## src/rtl/display_scan_pwm.sv

```systemverilog
// Multiplexed display scanner: one digit per slot, blanking at the start of each slot,
// brightness PWM on the active-low enable. All outputs come straight from flops.
module display_scan_pwm #(
    parameter int unsigned NUM_DIGITS = 6,
    parameter int unsigned SEG_W      = 8,
    parameter int unsigned DWELL      = 1000,
    parameter int unsigned BLANK      = 16,
    parameter int unsigned BRIGHT_W   = 4
) (
    input  logic                        clk,
    input  logic                        rst_n,
    input  logic [NUM_DIGITS*SEG_W-1:0] digits,
    input  logic [NUM_DIGITS-1:0]       disp_enable,
    input  logic [BRIGHT_W-1:0]         brightness,
    input  logic                        scan_en,
    output logic [NUM_DIGITS-1:0]       Bus_En,
    output logic [SEG_W-1:0]            Bus_Segments,
    output logic                        frame_start
);

    localparam int unsigned CNT_W = $clog2(DWELL);
    localparam int unsigned IDX_W = (NUM_DIGITS > 1) ? $clog2(NUM_DIGITS) : 1;

    logic                  running_q, running_d;
    logic [CNT_W-1:0]      slot_cnt_q, slot_cnt_d;
    logic [IDX_W-1:0]      digit_idx_q, digit_idx_d;
    logic [SEG_W-1:0]      pat_q, pat_d;
    logic                  en_q, en_d;
    logic [BRIGHT_W-1:0]   bright_q, bright_d;
    logic [NUM_DIGITS-1:0] bus_en_q, bus_en_d;
    logic [SEG_W-1:0]      seg_q, seg_d;
    logic                  frame_q, frame_d;
    logic                  boundary;
    logic                  driving;
    logic [BRIGHT_W-1:0]   phase;

    // Next counter/latch state: a boundary is either the first enabled edge or a slot wrap.
    always_comb begin
        running_d   = running_q;
        slot_cnt_d  = slot_cnt_q;
        digit_idx_d = digit_idx_q;
        pat_d       = pat_q;
        en_d        = en_q;
        bright_d    = bright_q;
        boundary    = 1'b0;
        if (!scan_en) begin
            running_d   = 1'b0;
            slot_cnt_d  = '0;
            digit_idx_d = '0;
        end else if (!running_q) begin
            running_d   = 1'b1;
            slot_cnt_d  = '0;
            digit_idx_d = '0;
            boundary    = 1'b1;
        end else if (slot_cnt_q == CNT_W'(DWELL - 1)) begin
            slot_cnt_d  = '0;
            digit_idx_d = (digit_idx_q == IDX_W'(NUM_DIGITS - 1)) ? '0 : digit_idx_q + 1'b1;
            boundary    = 1'b1;
        end else begin
            slot_cnt_d  = slot_cnt_q + 1'b1;
        end
        if (boundary) begin
            for (int i = 0; i < NUM_DIGITS; i++) begin
                if (digit_idx_d == IDX_W'(i)) begin
                    pat_d = digits[i*SEG_W +: SEG_W];
                    en_d  = disp_enable[i];
                end
            end
            bright_d = brightness;
        end
    end

    // Outputs are computed from next state so the registered value belongs to the new cycle.
    always_comb begin
        phase    = BRIGHT_W'(32'(slot_cnt_d) - BLANK);
        driving  = running_d && ((32'(slot_cnt_d) + 32'd1) > BLANK) && en_d
                   && (phase <= bright_d);
        bus_en_d = '1;
        seg_d    = '0;
        if (driving) begin
            for (int i = 0; i < NUM_DIGITS; i++) begin
                if (digit_idx_d == IDX_W'(i)) begin
                    bus_en_d[i] = 1'b0;
                end
            end
            seg_d = pat_d;
        end
        frame_d = boundary && (digit_idx_d == '0);
    end

    always_ff @(posedge clk or negedge rst_n) begin
        if (!rst_n) begin
            running_q   <= 1'b0;
            slot_cnt_q  <= '0;
            digit_idx_q <= '0;
            pat_q       <= '0;
            en_q        <= 1'b0;
            bright_q    <= '0;
            bus_en_q    <= '1;
            seg_q       <= '0;
            frame_q     <= 1'b0;
        end else begin
            running_q   <= running_d;
            slot_cnt_q  <= slot_cnt_d;
            digit_idx_q <= digit_idx_d;
            pat_q       <= pat_d;
            en_q        <= en_d;
            bright_q    <= bright_d;
            bus_en_q    <= bus_en_d;
            seg_q       <= seg_d;
            frame_q     <= frame_d;
        end
    end

    assign Bus_En       = bus_en_q;
    assign Bus_Segments = seg_q;
    assign frame_start  = frame_q;

endmodule

```

## config.mk

```make
export PLATFORM = sky130hd
export DESIGN_NAME = display_scan_pwm
export DESIGN_NICKNAME = d
export VERILOG_FILES = /design/src/rtl/display_scan_pwm.sv
export SDC_FILE = /design/constraint.sdc
export NUM_CORES = 1
export LEC_CHECK = 0
export CAP_MARGIN = 25
export CORE_UTILIZATION = 43
export CTS_CLUSTER_SIZE = 16
export DETAILED_ROUTE_END_ITERATION = 10
export GPL_TIMING_DRIVEN = 0
export PLACE_DENSITY_LB_ADDON = 0.1
export SLEW_MARGIN = 20
export SYNTH_ARGS = -nofsm -noshare
export SYNTH_HDL_FRONTEND = slang
export SYNTH_SLANG_ARGS = --single-unit
```

## constraint.sdc

```tcl
create_clock -name clk -period 4.35 [get_ports clk]
set_clock_uncertainty 0.05 [all_clocks]
set_input_delay 0.87 -clock clk [delete_from_list [all_inputs] [get_ports clk]]
set_output_delay 0.87 -clock clk [all_outputs]
set_load 0.05 [all_outputs]
```

==> results of run 1 <==
what timing repair did:
item,CTS,global route
gates resized for setup,0,2
setup endpoints to repair,0,8
hold buffers,0,0
area by class of cell:
cell class                      instances  area, µm²
Fill cell                             496       2100
Multi-Input combinational cell        212       1450
Sequential cell                        42       1060
Timing Repair Buffer                   76        766
Tap cell                               72       90.1
Clock buffer                            6       72.6
Buffer                                 13       71.3
Clock inverter                          2       37.5
Inverter                                9       33.8
layout by cell type (no fill, tap or decap), types with 7 or more instances in the layout:
cell type,n
nand2_1,35
mux2_4,7
nand2b_1,9
o211ai_1,8
clkbuf_1,8
clkdlybuf4s50_1,74
a22oi_1,7
dfrtp_1,36
inv_1,9
a41oi_1,7
or2b_1,8
nor2_1,21
o21ai_0,13
nand3_1,8
a32oi_1,7
metrics by stage:
stage / cell area, µm² / std cells / hold slack (ns)
final: 3570 / 432 / 0.446
after global placement: 3450 / 423 / 0.425
after global routing: 3570 / 432 / 0.477
after CTS: 3570 / 432 / 0.455
after detailed placement: 3460 / 424 / 0.435
after floorplan: 2610 / 276 / 0.407
state kept, by name, summed over array words and instances, names as in the netlist:
| name | count |
|---|---|
| running_q | 1 |
| bright_q | 4 |
| Bus_En | 6 |
| digit_idx_q | 3 |
| Bus_Segments | 8 |
| slot_cnt_q | 10 |
| en_q | 1 |
| pat_q | 8 |
| frame_start | 1 |
report_power, final:
group	switching [µW]	total [µW]	internal, µW
Sequential	9.98	415	405
Combinational	53.6	135	81.4
Clock	150	321	172
worst max path at each step:
stage / from / end / slack [ns]
2_1_floorplan: slot_cnt_q[0] / Bus_Segments[6] / 1.00
3_3_place_gp: scan_en / Bus_Segments[6] / 0.22
3_5_place_dp: scan_en / Bus_Segments[6] / 0.20
4_1_cts: slot_cnt_q[0] / Bus_Segments[6] / 0.24
5_1_grt: slot_cnt_q[0] / Bus_Segments[6] / 0.07
6_report: slot_cnt_q[0] / Bus_Segments[6] / 0.39
logic make-up after synthesis:
logic type / after synthesis / synth area share
AO/OA/AOI/OAI: 70 / 0.198
AND/OR/NAND/NOR: 114 / 0.233
XOR/XNOR: 9 / 0.0302
multiplexers: 13 / 0.0648
adder cells (fa/ha/maj): 6 / 0.0278
buffers and inverters: 22 / 0.0398
flip-flops: 42 / 0.406
synthesized netlist by cell type, drive strengths merged, types with 5 or more instances:
cell	number
o21ai	13
a21oi	6
o211ai	8
a41oi	7
a211oi	6
a22oi	7
clkbuf	8
xnor2	5
dfrtp	36
nand3	9
dfstp	6
or2b	8
nand2	35
nor3	5
a32oi	7
buf	5
ha	5
inv	9
nand2b	9
mux2	10
nor2	21
nand4	6
routing by layer:
layer  track usage  part of all wire
met5             0                 0
met4        0.0929            0.0096
met3        0.0503             0.065
met2         0.399              0.47
met1         0.370              0.45
==> key figures, run 1 <==
Floorplan
  • IO Pins: between 70 and 80
  • Std-Cell Core Area: 5680 µm²
  • Initial core utilization: 0.459
  • Die width: ~80 µm
  • Row Count: 27
  • Die Height: 79.9 µm
  • Full die area: 6380 µm²

Worst setup path
  • Worst Setup Start Kind: flop
  • Crit path max fanout: 10
  • R2r setup slk: between 0.3 and 0.4 ns
  • Critical path buffers and inverters: 3
  • Critical Path, Cell by Cell: ha_1 > buf_2 > nand4bb_1 > nor3_1 > o21ai_0 > clkbuf_2 > mux2i_1 > ha_1 > nor2b_1 > o21a_1 > o21a_1 > o21ai_0 > and4_1 > clkbuf_1 > and2_1
  • R2R Path End: Bus_Segments[6]
  • WP depth: 15
  • Critical path type: flop to flop
  • CP max stage delay: about 0.42 ns
  • Top delay family on crit path: simple AND/OR/NAND/NOR gates
  • CP Capture Type: flop
  • Worst-case reg-to-reg path depth: 15
  • Reg2Reg Launch Point: slot_cnt_q[0]
  • CP required: roughly 4.6 ns
  • Worst Path Arrival: between 4 and 5 ns
  • Slowest cell on crit path: dfrtp_1

Logic synthesis
  • Yosys top cell area share: 0.345
  • Synthesized instance count: between 200 and 300
  • Post-synthesis sequential area ratio: 0.406
  • Synth area leaders: dfrtp_1 (35%), dfstp_2 (6.0%), nand2_1 (5.0%)
  • Async set or reset register ratio after synthesis: 1.00
  • #FFs+latches synth: 42
  • Cell accounting for the most synthesized area: dfrtp_1
  • Ys flop type: dfrtp_1
  • Post-Syn Nets: about 340
  • Mapped Area: 2610 µm²
  • Avg Synthesized Cell Area: roughly 9.4 µm²
  • Synth unique cells: just over 50
  • Synth warn: 0
  • Post-synth EDFFs: 0

Route
  • Total Wirelength: about 7600 µm
  • Routed vias/inst: between 5 and 6
  • Vias: roughly 2.5k
  • Drt pass-1 iters: 4
  • ANT nets after route: 0
  • DRT iter0 DRCs: approximately 170
  • WL per Instance: 17.6 µm
  • DRC Markers: 0

Placement
  • I/O Buffers: 75
  • Setup WS pre-CTS: 0.199 ns
  • Placer Congestion: 0.889
  • HPWL Detailed: between 5000 and 6000 µm

Global routing
  • Vias in the first global route: between 2k and 2.5k
  • Congestion Overflow GR: 0
  • Initial antenna violation count: 0
  • Total GRT Usage: 0.262
  • First-pass GRT wire length: 12500 µm
  • Largest net degree at the start of global routing: 26

Power and ir drop
  • Static leakage: about 0.0014 µW
  • VDD IR-drop max: around 0.00015 V
  • Pwr/cell area: ~240 nW/µm²
  • Total power: 871 µW

Timing
  • Unrepaired setup endpoints after global routing: no
  • Slew margin rel.: 0.394
  • Fin. Hold Viols: 0
  • Setup WS post-layout: about 0.4 ns
  • Fmax: between 0.2 and 0.3 GHz
  • Worst Max-Slew Pin Slew: 0.900 ns
  • Final Cycle Share: 0.910
  • Max-slew violations: 0
  • Fin Setup TNS: 0 ns
  • Final setup fails: 0
  • Final min period: 3.96 ns

Finish
  • Nets: ~430
  • Final core utilization: 0.630
  • Area grow syn2layout: 37.1%
  • Antenna diode count: 0
  • Share of layout cells above drive strength 1: 0.103

CTS
  • Reg clk slew, reported paths: 0.09 ns
  • Clock sinks: 42
  • # Post-CTS Setup Buffers: 0
  • Clock root buffer: clkbuf_8
  • Num CTS Buffers: 5
  • Worst-Skew Late Latency: between 0.3 and 0.4 ns
  • # H-tree levels: 2
  • CTS max path bufs: 2
  • CTS tree: done

Run status
  • Status: finished clean

Flow run
  • Max-cap violations: 0

Hold path
  • Class of the worst hold path: input port to asynchronous set/reset pin
No activity file was read; power rests on OpenSTA's default activity.
==> run 2: changes to the inputs <==
Settings changed: ABC_AREA from default to 1.
Clock period 4.35 ns to 3.8 ns, I/O delays scaled along.
==> key figures, run 2 <==
Global routing
  • Largest net degree at the start of global routing: 27 (+3.8%)
  • Vias in the first global route: 2465 (-1.0%)
  • Congestion Overflow GR: 0 (unchanged)
  • Total GRT Usage: 0.231 (-0.0311)
  • First-pass GRT wire length: 11500 µm (-8.3%)
  • Initial antenna violation count: 0 (unchanged)

Worst setup path
  • Worst-case reg-to-reg path depth: 19 (+4)
  • CP required: 3.98 ns (-0.57 ns)
  • R2R Path End: Bus_Segments[1]
  • CP Capture Type: flop
  • Critical path type: flop to flop
  • R2r setup slk: 0.42 ns (+0.02 ns)
  • Worst Path Arrival: 3.57 ns (-0.59 ns)
  • Reg2Reg Launch Point: slot_cnt_q[0]
  • Crit path max fanout: 10 (unchanged)
  • Worst Setup Start Kind: flop

CTS
  • # H-tree levels: 2 (unchanged)
  • Clock root buffer: clkbuf_8
  • Num CTS Buffers: 5 (unchanged)
  • CTS tree: done
  • Clock sinks: 42 (unchanged)
  • Reg clk slew, reported paths: 0.09 ns (about the same)
  • Worst-Skew Late Latency: 0.30 ns (about the same)
  • CTS max path bufs: 2 (unchanged)

Floorplan
  • IO Pins: 76 (unchanged)
  • Std-Cell Core Area: 6030 µm² (+6.2%)
  • Die width: 81.7 µm (+2.3%)
  • Die Height: 81.7 µm (+2.3%)
  • Initial core utilization: 0.453 (-0.00595)
  • Row Count: 28 (+3.7%)
  • Full die area: 6680 µm² (+4.7%)

Logic synthesis
  • Async set or reset register ratio after synthesis: 1.00 (unchanged)
  • Cell accounting for the most synthesized area: dfrtp_1
  • Post-synth EDFFs: 0 (unchanged)
  • Synth unique cells: 34 (-33%)
  • Post-Syn Nets: 425 (+24%)
  • Mapped Area: 2730 µm² (+4.8%)
  • Ys flop type: dfrtp_1
  • Synth cell count leaders: nand2_1 (67), inv_1 (49), nor2_1 (45), dfrtp_1 (36), nand3_1 (36)
  • Synth warn: 0 (unchanged)
  • Synthesized instance count: 359 (+30%)
  • Avg Synthesized Cell Area: 7.61 µm² (-19%)
  • #FFs+latches synth: 42 (unchanged)
  • Yosys top cell area share: 0.330 (-0.0158)
  • Synth area leaders: dfrtp_1 (33%), nand2_1 (9.2%), inv_1 (6.7%)
  • Post-synthesis sequential area ratio: 0.387 (-0.0186)
  • Count leader, synth: nand2_1

Route
  • Vias: 2578 (+4.1%)
  • WL per Instance: 13.4 µm (-24%)
  • Drt pass-1 iters: 4 (unchanged)
  • DRC Markers: 0 (unchanged)
  • ANT nets after route: 0 (unchanged)
  • DRT iter0 DRCs: 101 (-40%)
  • Total Wirelength: 6930 µm (-9.0%)
  • Routed vias/inst: 4.98 (-13%)

Finish
  • Fillcell total: 546 (+10%)
  • Share of layout cells above drive strength 1: 0.176 (+0.0733)
  • Antenna diode count: 0 (unchanged)
  • Final core utilization: 0.616 (-0.0142)
  • Most common cell after layout, fill and taps aside: clkdlybuf4s50_1
  • Max FFs per register: 10 (unchanged)
  • Biggest register: slot_cnt_q
  • Most frequent cells in the layout: clkdlybuf4s50_1 (74), nand2_1 (66), inv_1 (49)
  • Nets: 508 (+20%)
  • Area grow syn2layout: 35.8%

Power and ir drop
  • Static leakage: 0.00176 µW (+25%)
  • Total power: 1010 µW (+16%)
  • Pwr/cell area: 272 nW/µm² (+12%)
  • VDD IR-drop max: 0.000185 V (+27%)

Timing
  • Final min period: 3.38 ns (-0.574 ns)
  • Slew margin rel.: 0.628 (+0.233)
  • Hold WS: 0.336 ns (-0.110 ns)
  • Worst Max-Slew Pin Slew: 0.557 ns (-0.343 ns)
  • Unrepaired setup endpoints after global routing: no
  • Final setup fails: 0 (unchanged)
  • Final Cycle Share: 0.891 (-0.0193)
  • Max-slew violations: 0 (unchanged)
  • Fmax: 0.295 GHz (+17%)
  • Fin. Hold Viols: 0 (unchanged)

Hold path
  • Class of the worst hold path: input port to asynchronous set/reset pin

Run status
  • Status: finished clean

Placement
  • HPWL Detailed: 5300 µm (-5.0%)
  • I/O Buffers: 75 (unchanged)
  • Placer Congestion: 0.855 (-3.8%)

Flow run
  • Max-cap violations: 0 (unchanged)
-- run 2: cell types whose count changed in the layout (fill, tap and decap cells not counted), sizes merged, moves of 9 or more --
| cell | before | now |
|---|---|---|
| nand4 | 6 | 15 |
| or2 | 1 | 12 |
| nand2 | 35 | 77 |
| nand2b | 9 | 0 |
| nand3 | 9 | 40 |
| mux2 | 10 | 0 |
| inv | 9 | 56 |
| a21oi | 6 | 28 |
| nor2 | 21 | 57 |
-- run 2: area by class of cell --
cell class / count / area (µm²) / area share
tap: 75 / 93.8 / 0.0253
clock inverter: 3 / 43.8 / 0.0118
sequential: 42 / 1060 / 0.285
timing repair buffer: 76 / 766 / 0.206
multi-input combinational: 252 / 1390 / 0.375
buffer: 10 / 78.8 / 0.0212
inverter: 55 / 209 / 0.0563
clock buffer: 5 / 68.8 / 0.0185
-- run 2: worst max path at each step --
stage                   from              end  cells past startpoint
2_1_floorplan  slot_cnt_q[0]  Bus_Segments[0]                     19
3_3_place_gp         scan_en  Bus_Segments[0]                     15
3_5_place_dp         scan_en  Bus_Segments[1]                     15
4_1_cts        slot_cnt_q[0]  Bus_Segments[1]                     19
5_1_grt        slot_cnt_q[0]  Bus_Segments[1]                     19
6_report       slot_cnt_q[0]  Bus_Segments[1]                     19
-- run 2: layer usage --
| layer | share of wire | wire (µm) | track usage |
|---|---|---|---|
| met5 | 0 | 0 | 0 |
| met4 | 0.015 | 106 | 0.0737 |
| met3 | 0.047 | 328 | 0.0378 |
| met1 | 0.46 | 3190 | 0.298 |
| met2 | 0.48 | 3310 | 0.395 |
-- run 2: critical path: stages (launching register included) --
cell,delay (ns)
dfrtp_1,0.44
ha_1,0.25
nand2_2,0.13
nor2_4,0.06
nand3_4,0.09
nand2_1,0.07
nand2_2,0.16
inv_1,0.08
clkbuf_2,0.22
or2_2,0.31
o21ai_0,0.16
ha_1,0.30
nand2_1,0.06
o21bai_1,0.10
nand2_1,0.05
o21ai_0,0.10
o31ai_1,0.11
inv_1,0.22
nand3_4,0.23
nor2_2,0.14
-- run 2: kinds of logic (layout without fill, tap and decap cells) --
family / count (synthesis) / in the layout / synth area share
flops: 42 / 42 / 0.387
buf+inv: 65 / 149 / 0.104
compound gates: 37 / 37 / 0.0829
simple gates: 207 / 207 / 0.393
xor+xnor: 3 / 3 / 0.00962
fa+ha+maj: 5 / 5 / 0.0229
-- run 2: repair_timing --
action | 4_1_cts | 5_1_grt
resized for setup | 0 | 6
hold buffers | 0 | 0
setup buffers | 0 | 0
endpoints found under the setup margin | 0 | 13
-- run 2: per-stage QoR --
step           instance area (µm²)  std cells  setup slack (ns)  TNS (ns)
4_1_cts                       3700        518            0.0860         0
6_report                      3710        518             0.416         0
3_3_place_gp                  3580        509           -0.0714    -0.557
5_1_grt                       3710        518            0.0789         0
3_5_place_dp                  3590        510            -0.102    -0.740
2_1_floorplan                 2730        359             0.950         0
-- run 2: power by group --
part	leakage (µW)	internal, µW	switching, µW
clock	0.0000585	197	167
sequential	0.000535	466	9.19
combinational	0.00117	89.9	79.6
total	0.00176	753	255
==> run 3: changes to the inputs <==
Settings changed: CAP_MARGIN 25 to default, GPL_TIMING_DRIVEN 0 to 1, TNS_END_PERCENT from default to 5.
==> key figures, run 3 (synthesized netlist as in run 2, its figures left out) <==
Run status
  • Status: finished clean

Finish
  • Most common cell after layout, fill and taps aside: clkdlybuf4s50_1
  • Final core utilization: 0.605 (-0.0110)
  • Fillcell total: 574 (+5.1%)
  • Max FFs per register: 10 (unchanged)
  • Share of layout cells above drive strength 1: 0.169 (-0.00751)
  • Nets: 504 (-0.79%)
  • Area grow syn2layout: 33.3%
  • Antenna diode count: 0 (unchanged)
  • Biggest register: slot_cnt_q
  • Most frequent cells in the layout: clkdlybuf4s50_1 (74), nand2_1 (67), inv_1 (49)

Worst setup path
  • Critical path type: flop to flop
  • CP required: 3.98 ns (about the same)
  • Crit path max fanout: 8 (-2)
  • CP Launch Point: slot_cnt_q[0]
  • Top delay family on crit path: simple AND/OR/NAND/NOR gates
  • CP max stage delay: 0.43 ns (about the same)
  • CP Capture Type: flop
  • Critical path buffers and inverters: 2 (-1)
  • Critical Path, Cell by Cell: ha_1 > nand2_2 > nor2_4 > nand3_4 > nand2_1 > nand2_1 > inv_1 > or2_2 > o21ai_0 > ha_1 > nand2_1 > o21bai_1 > nand2_1 > o21ai_0 > o31ai_1 > inv_1 > nand3_4 > nor2_2
  • Worst Setup Start Kind: flop
  • Worst-case reg-to-reg path depth: 18 (-1)
  • Reg2Reg Launch Point: slot_cnt_q[0]
  • WP depth: 18 (-1)
  • Worst Path Arrival: 3.27 ns (-0.30 ns)
  • Slowest cell on crit path: dfrtp_1
  • Critical Path Most Common Cell: nand2_1

Timing
  • Max-slew violations: 0 (unchanged)
  • Fmax: 0.324 GHz (+9.6%)
  • Final min period: 3.09 ns (-0.297 ns)
  • Worst Max-Slew Pin Slew: 0.947 ns (+0.390 ns)
  • Fin Setup TNS: 0 ns (unchanged)
  • Slew margin rel.: 0.369 (-0.259)
  • Final Cycle Share: 0.812 (-0.0782)
  • Unrepaired setup endpoints after global routing: no
  • Fin. Hold Viols: 0 (unchanged)
  • Final setup fails: 0 (unchanged)

CTS
  • CTS tree: done
  • CTS Hold Bufs: 0 (unchanged)
  • CTS max path bufs: 2 (unchanged)
  • # Post-CTS Setup Buffers: 0 (unchanged)
  • Clock root buffer: clkbuf_8
  • Num CTS Buffers: 5 (unchanged)
  • Worst-Skew Late Latency: 0.30 ns (about the same)
  • # H-tree levels: 2 (unchanged)
  • Cts repair resizes: 0 (unchanged)
  • Clock sinks: 42 (unchanged)
  • Reg clk slew, reported paths: 0.08 ns (about the same)

Placement
  • Placer Congestion: 0.818 (-4.3%)
  • I/O Buffers: 75 (unchanged)
  • HPWL Detailed: 5120 µm (-3.4%)

Flow run
  • Max-cap violations: 0 (unchanged)

Power and ir drop
  • VDD IR-drop max: 0.000145 V (-22%)
  • Total power: 947 µW (-6.1%)
  • Combinational power share: 0.175 (+0.007)
  • Static leakage: 0.00173 µW (-1.7%)
  • Pwr/cell area: 260 nW/µm² (-4.4%)
  • Clock share of power: 0.323 (-0.037)
  • P_int: 701 µW (-7.0%)
  • Switching power: 246 µW (-3.6%)
  • Net Sw Frac: 0.260 (+0.00694)
  • Sequential Power Share: 0.502 (+0.031)

Route
  • Total Wirelength: 6750 µm (-2.7%)
  • Routed vias/inst: 4.88 (-2.0%)
  • ANT nets after route: 0 (unchanged)
  • WL per Instance: 13.1 µm (-1.9%)
  • Drt pass-1 iters: 4 (unchanged)
  • DRC Markers: 0 (unchanged)
  • Vias: 2506 (-2.8%)
  • DRT iter0 DRCs: 126 (+25%)

Floorplan
  • Die width: 81.7 µm (unchanged)
  • IO Pins: 76 (unchanged)
  • Die Height: 81.7 µm (unchanged)
  • Std-Cell Core Area: 6030 µm² (unchanged)
  • Full die area: 6680 µm² (unchanged)
  • Initial core utilization: 0.453 (unchanged)
  • Row Count: 28 (unchanged)

Global routing
  • Vias in the first global route: 2305 (-6.5%)
  • Total GRT Usage: 0.222 (-0.00924)
  • First-pass GRT wire length: 10900 µm (-4.7%)
  • Initial antenna violation count: 0 (unchanged)
  • Largest net degree at the start of global routing: 43 (+59%)
  • Congestion Overflow GR: 0 (unchanged)

Hold path
  • WHS Path Cells: 2
  • Class of the worst hold path: flop to flop
  • Hold path start: bright_q[0]
[run 3: changes by cell type in the layout (fill, tap and decap cells not counted), sizes merged]
cell      delta
buf          -1
inv          -1
clkinvlp     +1
bufinv       -1
clkbuf       -2
[run 3: power by group through the flow]
stage	combinational [µW]	sequential [µW]	clock [µW]
2_1_floorplan	76.9	484	0
3_3_place_gp	166	484	0
3_5_place_dp	168	484	0
4_1_cts	168	476	314
5_1_grt	187	479	334
6_report	166	476	305
[run 3: path summary, 6_finish.rpt]
path | endpoint | slack, ns
setup / recovery | Bus_Segments[5] | 0.71
hold / removal | bright_q[0] | 0.44
setup reg to reg | Bus_Segments[5] | 0.71
hold reg to reg | bright_q[0] | 0.44
max in group asynchronous | Bus_Segments[6] | 2.56
min in group asynchronous | pat_q[7] | 0.55
[run 3: cell type report]
| class | instances | area (µm²) | area share |
|---|---|---|---|
| Clock buffer | 6 | 82.6 | 0.0227 |
| Tap cell | 75 | 93.8 | 0.0258 |
| Sequential cell | 42 | 1060 | 0.291 |
| Timing Repair Buffer | 82 | 798 | 0.219 |
| Clock inverter | 2 | 12.5 | 0.00343 |
| Multi-Input combinational cell | 252 | 1390 | 0.381 |
| Inverter | 55 | 209 | 0.0573 |
[run 3: per-stage QoR]
step	setup WS (ns)	area (µm²)	std cells	hold WS, ns
6_report	0.713	3640	514	0.443
5_1_grt	0.379	3640	514	0.484
4_1_cts	0.679	3640	514	0.450
3_5_place_dp	0.449	3550	506	0.428
3_3_place_gp	0.500	3550	506	0.426
2_1_floorplan	0.950	2730	359	0.400
[run 3: worst register-to-register path: cells and delay by family (launching register included)]
| kind | cells | cell delay [ns] |
|---|---|---|
| simple gates | 10 | 1.27 |
| fa+ha+maj | 2 | 0.53 |
| buf+inv | 2 | 0.32 |
| compound gates | 4 | 0.40 |
| flops | 1 | 0.43 |
[run 3: per-layer routing]
layer / wire length [µm] / vias up / GRT usage
li1: - / 1307 / -
met1: 3180 / 1121 / 0.307
met2: 3130 / 71 / 0.354
met3: 348 / 7 / 0.0422
met4: 79 / 0 / 0.0614
met5: 0 / - / 0
